==> src/rtl/intrapred_mb_scheduler_pkg.sv <==
// Shared types and defaults for the intra-prediction macroblock scheduler.
package intrapred_pkg;
  localparam int MB_NUMBER_BITS_DFLT = 12;
  localparam int PIPE_DEPTH_DFLT     = 5;

  typedef enum logic [1:0] {IDLE, RUN, DRAIN, FINISH} sched_state_e;
endpackage

==> src/rtl/intrapred_mb_scheduler_if.sv <==
// Frame control, issue and result handshake between the scheduler and its neighbours.
interface intrapred_mb_scheduler_if #(
  parameter int MB_NUMBER_BITS = intrapred_pkg::MB_NUMBER_BITS_DFLT,
  parameter int PIPE_DEPTH     = intrapred_pkg::PIPE_DEPTH_DFLT
);
  logic                      start;
  logic [7:0]                cfg_width_mbs;
  logic [7:0]                cfg_height_mbs;
  logic                      busy;
  logic                      done;
  logic [PIPE_DEPTH-1:0]     stage_en;
  logic [MB_NUMBER_BITS-1:0] issue_mbnumber;
  logic                      issue_top_avail;
  logic                      issue_left_avail;
  logic                      out_valid;
  logic                      out_ready;
  logic [MB_NUMBER_BITS-1:0] out_mbnumber;

  modport master (
    output start, cfg_width_mbs, cfg_height_mbs, out_ready,
    input  busy, done, stage_en, issue_mbnumber, issue_top_avail, issue_left_avail,
           out_valid, out_mbnumber
  );

  modport slave (
    input  start, cfg_width_mbs, cfg_height_mbs, out_ready,
    output busy, done, stage_en, issue_mbnumber, issue_top_avail, issue_left_avail,
           out_valid, out_mbnumber
  );
endinterface

==> src/rtl/intrapred_mb_scheduler_stage_tracker.sv <==
// Per-stage valid bit and macroblock index, shifted one stage per advance.
module intrapred_stage_tracker import intrapred_pkg::*; #(
  parameter int MB_W  = MB_NUMBER_BITS_DFLT,
  parameter int DEPTH = PIPE_DEPTH_DFLT
) (
  input  logic             clk,
  input  logic             reset,
  input  logic             advance_i,
  input  logic             in_valid_i,
  input  logic [MB_W-1:0]  in_mb_i,
  output logic [DEPTH-1:0] valid_o,
  output logic [MB_W-1:0]  out_mb_o
);
  logic [DEPTH-1:0]            valid_q;
  logic [DEPTH-1:0][MB_W-1:0]  mb_q;

  always_ff @(posedge clk) begin
    if (reset) begin
      valid_q <= '0;
      mb_q    <= '0;
    end else if (advance_i) begin
      valid_q <= {valid_q[DEPTH-2:0], in_valid_i};
      mb_q    <= {mb_q[DEPTH-2:0], in_mb_i};
    end
  end

  assign valid_o  = valid_q;
  assign out_mb_o = mb_q[DEPTH-1];
endmodule

==> src/rtl/intrapred_mb_scheduler.sv <==
// Issues macroblocks of a frame in raster order into the intra-prediction
// pipeline, one per cycle, stalling the whole pipe on output backpressure.
module intrapred_mb_scheduler import intrapred_pkg::*; #(
  parameter int MB_NUMBER_BITS = MB_NUMBER_BITS_DFLT,
  parameter int PIPE_DEPTH     = PIPE_DEPTH_DFLT
) (
  input logic                     clk,
  input logic                     reset,
  intrapred_mb_scheduler_if.slave bus
);
  localparam int CW = (MB_NUMBER_BITS > 16) ? MB_NUMBER_BITS : 16;

  sched_state_e              state_q, state_d;
  logic [7:0]                width_q, col_q, row_q;
  logic [15:0]               total_q;
  logic [MB_NUMBER_BITS-1:0] issue_q;
  logic [PIPE_DEPTH-1:0]     valid;
  logic                      advance, issue, last_issue, drained, start_ok, empty_frame;

  assign advance     = !(bus.out_valid && !bus.out_ready);
  assign issue       = (state_q == RUN) && advance;
  assign last_issue  = (CW'(issue_q) == CW'(total_q) - CW'(1));
  assign start_ok    = (state_q == IDLE) && bus.start;
  assign empty_frame = (bus.cfg_width_mbs == 8'd0) || (bus.cfg_height_mbs == 8'd0);
  // Looks one edge ahead so done lands in the cycle right after the last output.
  assign drained     = advance && (valid[PIPE_DEPTH-2:0] == '0);

  always_ff @(posedge clk) begin
    if (reset) state_q <= IDLE;
    else       state_q <= state_d;
  end

  always_comb begin
    state_d = state_q;
    case (state_q)
      IDLE:    if (bus.start) state_d = empty_frame ? FINISH : RUN;
      RUN:     if (issue && last_issue) state_d = DRAIN;
      DRAIN:   if (drained) state_d = FINISH;
      FINISH:  state_d = IDLE;
      default: state_d = IDLE;
    endcase
  end

  always_ff @(posedge clk) begin
    if (reset) begin
      width_q <= '0;
      total_q <= '0;
      col_q   <= '0;
      row_q   <= '0;
      issue_q <= '0;
    end else if (start_ok) begin
      width_q <= bus.cfg_width_mbs;
      total_q <= 16'(bus.cfg_width_mbs) * 16'(bus.cfg_height_mbs);
      col_q   <= '0;
      row_q   <= '0;
      issue_q <= '0;
    end else if (issue) begin
      issue_q <= issue_q + 1'b1;
      if (col_q == width_q - 8'd1) begin
        col_q <= '0;
        row_q <= row_q + 8'd1;
      end else begin
        col_q <= col_q + 8'd1;
      end
    end
  end

  always_comb begin
    bus.busy             = (state_q != IDLE);
    bus.done             = (state_q == FINISH);
    bus.stage_en         = '0;
    bus.stage_en[0]      = issue;
    for (int i = 1; i < PIPE_DEPTH; i++) bus.stage_en[i] = advance && valid[i-1];
    bus.issue_mbnumber   = '0;
    bus.issue_top_avail  = 1'b0;
    bus.issue_left_avail = 1'b0;
    if (state_q == RUN) begin
      bus.issue_mbnumber   = issue_q;
      bus.issue_top_avail  = (row_q != 8'd0);
      bus.issue_left_avail = (col_q != 8'd0);
    end
  end

  intrapred_stage_tracker #(.MB_W(MB_NUMBER_BITS), .DEPTH(PIPE_DEPTH)) u_tracker (
    .clk        (clk),
    .reset      (reset),
    .advance_i  (advance),
    .in_valid_i (issue),
    .in_mb_i    (bus.issue_mbnumber),
    .valid_o    (valid),
    .out_mb_o   (bus.out_mbnumber)
  );

  assign bus.out_valid = valid[PIPE_DEPTH-1];
endmodule

==> src/flat_wrapper.sv <==
// flat-port wrapper written by rule: the top's interface ports become plain ports
module intrapred_mb_scheduler_flat import intrapred_pkg::*;
#(
  parameter int MB_NUMBER_BITS = MB_NUMBER_BITS_DFLT,
  parameter int PIPE_DEPTH     = PIPE_DEPTH_DFLT
)
  (clk, reset, bus_start, bus_cfg_width_mbs, bus_cfg_height_mbs, bus_out_ready, bus_busy, bus_done, bus_stage_en, bus_issue_mbnumber, bus_issue_top_avail, bus_issue_left_avail, bus_out_valid, bus_out_mbnumber);
  intrapred_mb_scheduler_if #(.MB_NUMBER_BITS(MB_NUMBER_BITS), .PIPE_DEPTH(PIPE_DEPTH)) bus_i ();
  input logic clk;
  input logic reset;
  input wire logic [$bits(bus_i.start)-1:0] bus_start;
  input wire logic [$bits(bus_i.cfg_width_mbs)-1:0] bus_cfg_width_mbs;
  input wire logic [$bits(bus_i.cfg_height_mbs)-1:0] bus_cfg_height_mbs;
  input wire logic [$bits(bus_i.out_ready)-1:0] bus_out_ready;
  output wire logic [$bits(bus_i.busy)-1:0] bus_busy;
  output wire logic [$bits(bus_i.done)-1:0] bus_done;
  output wire logic [$bits(bus_i.stage_en)-1:0] bus_stage_en;
  output wire logic [$bits(bus_i.issue_mbnumber)-1:0] bus_issue_mbnumber;
  output wire logic [$bits(bus_i.issue_top_avail)-1:0] bus_issue_top_avail;
  output wire logic [$bits(bus_i.issue_left_avail)-1:0] bus_issue_left_avail;
  output wire logic [$bits(bus_i.out_valid)-1:0] bus_out_valid;
  output wire logic [$bits(bus_i.out_mbnumber)-1:0] bus_out_mbnumber;
  assign bus_i.start = bus_start;
  assign bus_i.cfg_width_mbs = bus_cfg_width_mbs;
  assign bus_i.cfg_height_mbs = bus_cfg_height_mbs;
  assign bus_i.out_ready = bus_out_ready;
  assign bus_busy = bus_i.busy;
  assign bus_done = bus_i.done;
  assign bus_stage_en = bus_i.stage_en;
  assign bus_issue_mbnumber = bus_i.issue_mbnumber;
  assign bus_issue_top_avail = bus_i.issue_top_avail;
  assign bus_issue_left_avail = bus_i.issue_left_avail;
  assign bus_out_valid = bus_i.out_valid;
  assign bus_out_mbnumber = bus_i.out_mbnumber;
  intrapred_mb_scheduler #(.MB_NUMBER_BITS(MB_NUMBER_BITS), .PIPE_DEPTH(PIPE_DEPTH)) u_core (.clk(clk), .reset(reset), .bus(bus_i));
endmodule
==> config.mk <==
export PLATFORM = sky130hd
export DESIGN_NAME = intrapred_mb_scheduler_flat
export DESIGN_NICKNAME = d
export VERILOG_FILES = /design/src/rtl/intrapred_mb_scheduler_pkg.sv /design/src/rtl/intrapred_mb_scheduler_if.sv /design/src/rtl/intrapred_mb_scheduler_stage_tracker.sv /design/src/rtl/intrapred_mb_scheduler.sv /design/src/flat_wrapper.sv
export SDC_FILE = /design/constraint.sdc
export NUM_CORES = 1
export LEC_CHECK = 0
export BUFFER_PORTS_ARGS = -buffer_cell sky130_fd_sc_hd__buf_2
export CAP_MARGIN = 20
export CORE_AREA = 2 2 172 90
export CTS_BUF_LIST = sky130_fd_sc_hd__clkbuf_16
export CTS_CLUSTER_SIZE = 24
export DETAILED_ROUTE_END_ITERATION = 16
export DIE_AREA = 0 0 174 92
export PLACE_DENSITY = 0.72
export SYNTH_ARGS = -nofsm -noshare
export SYNTH_HDL_FRONTEND = slang
export SYNTH_HIERARCHICAL = 1
export SYNTH_SLANG_ARGS = --single-unit
==> constraint.sdc <==
create_clock -name clk -period 7.8 [get_ports clk]
set_input_delay 0.39 -clock clk [delete_from_list [all_inputs] [get_ports clk]]
set_output_delay 0.39 -clock clk [all_outputs]
set_load 0.05 [all_outputs]
# == Yosys cells after proc, flatten, opt, wreduce, memory -nomap -nowiden ==
# Index checks and enable logic that the tools add are counted.
# totals
regBits,119
in_bits,20
out_inout_bits,34
elab_cells,57
# op_classes
n_addsub,5
n_mul,1
eq_ne,8
muxes,9
reduce_logical,22
# ops
cell,n
8-bit by 1-bit adder with 8-bit output (second input constant),2
12-bit by 16-bit == test with 1-bit output,1
8-bit logical NOT,2
8-bit by 8-bit multiplier with 16-bit output,1
8-bit nonzero test,2
16-bit by 1-bit subtractor with 16-bit output (second input constant),1
12-bit by 1-bit adder with 12-bit output (second input constant),1
12-bit 2-to-1 mux,1
1-bit logical AND,9
8-bit == test,1
2-bit 2-to-1 mux,4
8-bit 2-to-1 mux,1
2-bit case mux with 4 select lines,1
8-bit by 1-bit subtractor with 8-bit output (second input constant),1
2-bit == test (second input constant),2
4-bit logical NOT,1
2-bit != test (second input constant),2
3-bit AND reduction,1
2-bit by 1-bit == test with 1-bit output (second input constant),1
1-bit logical NOT,2
2-bit logical NOT,1
1-bit 2-to-1 mux,2
2-bit by 1-bit != test with 1-bit output (second input constant),1
2-bit AND reduction,1
3 further kinds,3

# == Logic depth before layout (Yosys ltp) ==
# logic_depth
ltp_word,7
ltp_mapped,18
depth_no_buf,17

# == Modules after synthesis ==
# Netlist, hierarchy kept.
# modules_own_cells
module,instances,cells_per_inst,area_per_inst_um2,seq_area_each_um2
intrapred_mb_scheduler,1,658,5372.7,1081.0
intrapred_stage_tracker,1,221,2432.3,1301.2

# == Worst setup path after synthesis ==
# Ideal clock, no wire load.
# synth_timing
kind,input to register
startpoint,in bus_cfg_width_mbs[0]
endpoint,reg u_core.total_q[15]
setup_time_ps,86
arrival_ps,4301
required_ps,7714
setup_slack_ps,3414
path_stages,17
cell_sequence,clkbuf_1 -> nand2_1 -> fa_1 -> fa_1 -> inv_1 -> fa_1 -> inv_1 -> fa_1 -> inv_1 -> ha_1 -> a21o_1 -> nand2_1 -> a31oi_1 -> a21o_1 -> a21o_1 -> a21o_1 -> a211oi_1
# synth_via
elab_chain_cells,1
# synth_lines
element,line_no,source
start: declaration,flat_wrapper.sv:12,input wire logic [$bits(bus_i.cfg_width_mbs)-1:0] bus_cfg_width_mbs;
8-bit by 8-bit multiplier with 16-bit output,intrapred_mb_scheduler.sv:53,total_q <= 16'(bus.cfg_width_mbs) * 16'(bus.cfg_height_mbs);
end signal: assignment,intrapred_mb_scheduler.sv:53,
end: declaration,intrapred_mb_scheduler.sv:15,logic [15:0] total_q;
# No other way between the ends.
# A chain may end at the register's enable or synchronous reset.

# == Final worst setup path ==
# layout_timing
startpoint,in bus_cfg_height_mbs[7]
endpoint,reg u_core.total_q[14]
# layout_via
elab_chain_cells,1
# layout_lines
element,line_no,source
start: declaration,flat_wrapper.sv:13,input wire logic [$bits(bus_i.cfg_height_mbs)-1:0] bus_cfg_height_mbs;
8-bit by 8-bit multiplier with 16-bit output,intrapred_mb_scheduler.sv:53,
# No other way between the ends.

==> summary.md <==
| Metric | Value |
|---|---|
| Drt pass-1 iters | `5` |
| Met2 Use GR | `0.3008` |
| Cell count after synthesis | `879` |
| WL/cell | `~16 µm` |
| Placer's final routability congestion estimate | `a little under 0.9` |
| Count of cell types in the netlist | `between 50 and 60` |
| Vias per cell | `around 5.4` |
| Setup TNS | `0 ns` |
| RSZ-0062 raised after global routing | `false` |
| Ys flop type | `dfxtp_1` |
| Synth Area in XOR/XNOR | `0.05611` |
| Grt peak-use layer | `met1` |
| Hold Slack | `0.3361 ns` |
| Post-CTS Resized | `0` |
| Vias | `roughly 6100` |
| Antenna-violating nets left | `0` |
| Postcts setup bufs | `0` |
| CTS Buf Count | `17` |
| Asr flop ratio synth | `0` |
| Nets | `approximately 1000` |
| CTS tree | `done` |
| Largest fanout on the critical path | `9` |
| P&R area growth vs syn | `10.02%` |
| Post-synth EDFFs | `0` |
| Relative slew margins | `0.2768` |
| Seq cells post-synth | `roughly 120` |
| Ant diodes | `0` |
| Most common cell after layout, fill and taps aside | `dfxtp_1` |
| Starting Density | `0.5297` |
| Sequential share of the synthesized area | `0.3052` |
| Area of the core | `about 15000 µm²` |
| Worst-Skew Late Latency | `roughly 0.4 ns` |
| Num ports | `54` |
| Layout cells sized above 1 | `0.1095` |
| Cells after DPL | `around 1100` |
| Achievable Freq | `roughly 0.24 GHz` |
| VDD IR-drop max | `around 220 µV` |
| First-pass GRT wire length | `slightly below 30 mm` |
| Post-synthesis compound-gate area fraction | `0.07679` |
| Top cells by area, synth | `dfxtp_1, fa_1, mux2i_1` |
| Status | `completed` |
| Synth Net Count | `approximately 1000` |
| CTS Hold Bufs | `0` |
| Avg Cell Area, Syn | `around 9 µm²` |
| Fin util | `0.5828` |
| Layout Cells excl Fill | `about 1100` |
| Setup crit end | `u_core/total_q[14]` |
| Hold Fails Final Rpt | `0` |
| CTS H-tree lvls | `4` |
| Clock-pin slew on the worst setup and hold paths | `about 0.06 ns` |
| Dpl hpwl | `~13 mm` |
| Number of port buffers | `53` |
| Worst r2r src | `u_core/total_q[0]` |
| Seq. cell area | `2382 µm²` |
| Adder-cell share of the synthesized area | `0.1693` |
| Placement Rows | `32` |
| Area occupied by multi-input gates | `4807 µm²` |
| Syn Std Cell Area | `just under 8000 µm²` |
| Tmin final | `4.195 ns` |
| Remaining Overflow, GRT | `0` |
| Commonest non-fill, non-tap cells in the layout | `dfxtp_1, nor2_1, inv_1, and2_1, mux2i_1` |
| Pwr Total | `~2.4 mW` |
| Worst EP arrival | `around 4.5 ns` |
| Element type at the critical path end | `flop` |
| Largest family of logic cells by synthesized area | `simple AND/OR/NAND/NOR gates` |
| HP Class | `input pin to flop` |
| Final wirelength | `between 15 and 20 mm` |
| GR Util met3 | `0.06882` |
| Max-slew violations | `0` |
| Leakage | `roughly 4.2 nW` |
| Gr usage total | `0.2300` |
| Die Ht | `roughly 92 µm` |
| Largest net degree at the start of global routing | `between 80 and 90` |
| Proportion of synthesized area in mux cells | `0.08721` |
| Met1 usage in global routing | `0.3580` |
| Initial antenna violation count | `0` |
| R2R cell count | `9` |
| Die ar. | `roughly 16000 µm²` |
| Drt drc | `0` |
| Simple-Gate Fraction of Synth Area | `0.2256` |
| Vias in the first global route | `5600` |
| Post-synth top area share | `0.3052` |
| Max_cap viols | `0` |
| Pwr per Cell Area | `277.4 nW/µm²` |
| Clock Skew | `0.009526 ns` |
| Worst setup startpoint | `bus_cfg_height_mbs[7]` |
| DR iter-0 viols | `643` |
| Area leader, netlist | `dfxtp_1` |
| # fillers | `between 1000 and 1500` |
| Clock Tree Buf Depth | `2` |
| Startpoint Class | `input pin` |
| CTS Root Cell | `clkbuf_16` |
| Final setup vio count | `0` |
| Actual slew at the worst max-slew pin | `1.085 ns` |
| Reg2Reg Setup Slack | `between 4 and 5 ns` |
| Die X | `between 150 and 200 µm` |
| YS warnings | `6` |
| # clock sinks | `between 100 and 150` |
| WS Path Type | `input pin to flop` |
| Fin crit share | `0.5378` |
| Reg-to-reg critical path endpoint | `u_core/state_q[1]` |
| Critical path required time | `about 8.1 ns` |
## state kept, by name, summed over array words and instances, names as in the netlist
name,flops
u_core/total_q,16
u_core/u_tracker/valid_o,5
u_core/issue_q,12
u_core/width_q,8
u_core/u_tracker/out_mb_o,12
u_core/state_q,2
u_core/u_tracker/mb_q,48
u_core/row_q,8
u_core/col_q,8
## cell usage after synthesis, types with 9 or more instances
cell / number
nor3_1: 22
buf_4: 14
fa_1: 36
o21ai_0: 12
nand2_1: 61
mux2i_1: 68
and2_1: 71
a21oi_1: 35
or3_1: 14
dfxtp_1: 119
inv_1: 72
xnor2_1: 28
ha_1: 48
xor2_1: 22
nand3_1: 11
clkbuf_1: 20
nand4_1: 11
a211oi_1: 9
nor2_1: 100
nor4_1: 11
## kinds of logic after synthesis
group | count (synthesis)
DFF | 119
xor gates and xnor gates | 50
AOI/OAI and AO/OA | 93
muxes | 68
buffers and inverters | 125
and+or+nand+nor | 340
adders and majority gates | 84
## worst max-delay path: stages
cell	delay, ns
buf_2	0.15
and2_1	0.19
fa_1	0.53
fa_1	0.52
fa_1	0.55
inv_1	0.06
fa_1	0.53
inv_1	0.04
ha_1	0.25
or3_1	0.36
o221ai_1	0.28
a21oi_1	0.16
a31oi_1	0.22
xnor2_1	0.09
a22o_1	0.19
## layer usage
layer / vias up / wire length (µm) / share of wire
li1: 2989 / - / -
met1: 2840 / 9272 / 0.52
met2: 214 / 6780 / 0.38
met3: 12 / 1640 / 0.092
met4: 0 / 118 / 0.0066
met5: - / 0 / 0
## how the worst min path moves through the flow
stage                       from                 to  slack (ns)  cells past startpoint
3_3_place_gp   u_core/width_q[7]  u_core/width_q[7]        0.47                      2
2_1_floorplan  u_core/width_q[7]  u_core/width_q[7]        0.45                      2
3_5_place_dp   u_core/width_q[7]  u_core/width_q[7]        0.47                      2
6_report                   reset  u_core/total_q[5]        0.34                      2
5_1_grt                    reset  u_core/total_q[5]        0.32                      2
4_1_cts                    reset  u_core/total_q[5]        0.32                      2
## through the flow
| stage | setup WS [ns] | cell area, µm² |
|---|---|---|
| 6_report | 3.605 | 8587 |
| 3_5_place_dp | 3.182 | 7995 |
| 3_3_place_gp | 3.306 | 7995 |
| 2_1_floorplan | 3.414 | 7805 |
| 5_1_grt | 3.428 | 8587 |
| 4_1_cts | 3.628 | 8587 |
## report_power, final
part	switching [mW]	leakage (nW)	internal [mW]
clock	0.300	0.287	0.477
sequential	0.0702	0.963	0.653
combinational	0.519	2.91	0.363
## cell type report
| cell class | instances | area share |
|---|---|---|
| repair buffers | 55 | 0.03264 |
| multi-input cells | 635 | 0.5598 |
| inverters | 72 | 0.03147 |
| clock buffers | 17 | 0.04954 |
| clock inverters | 15 | 0.01938 |
| well taps | 204 | 0.02972 |
| flip-flops and latches | 119 | 0.2774 |
Note: power is estimated with default switching activity, not from simulation.
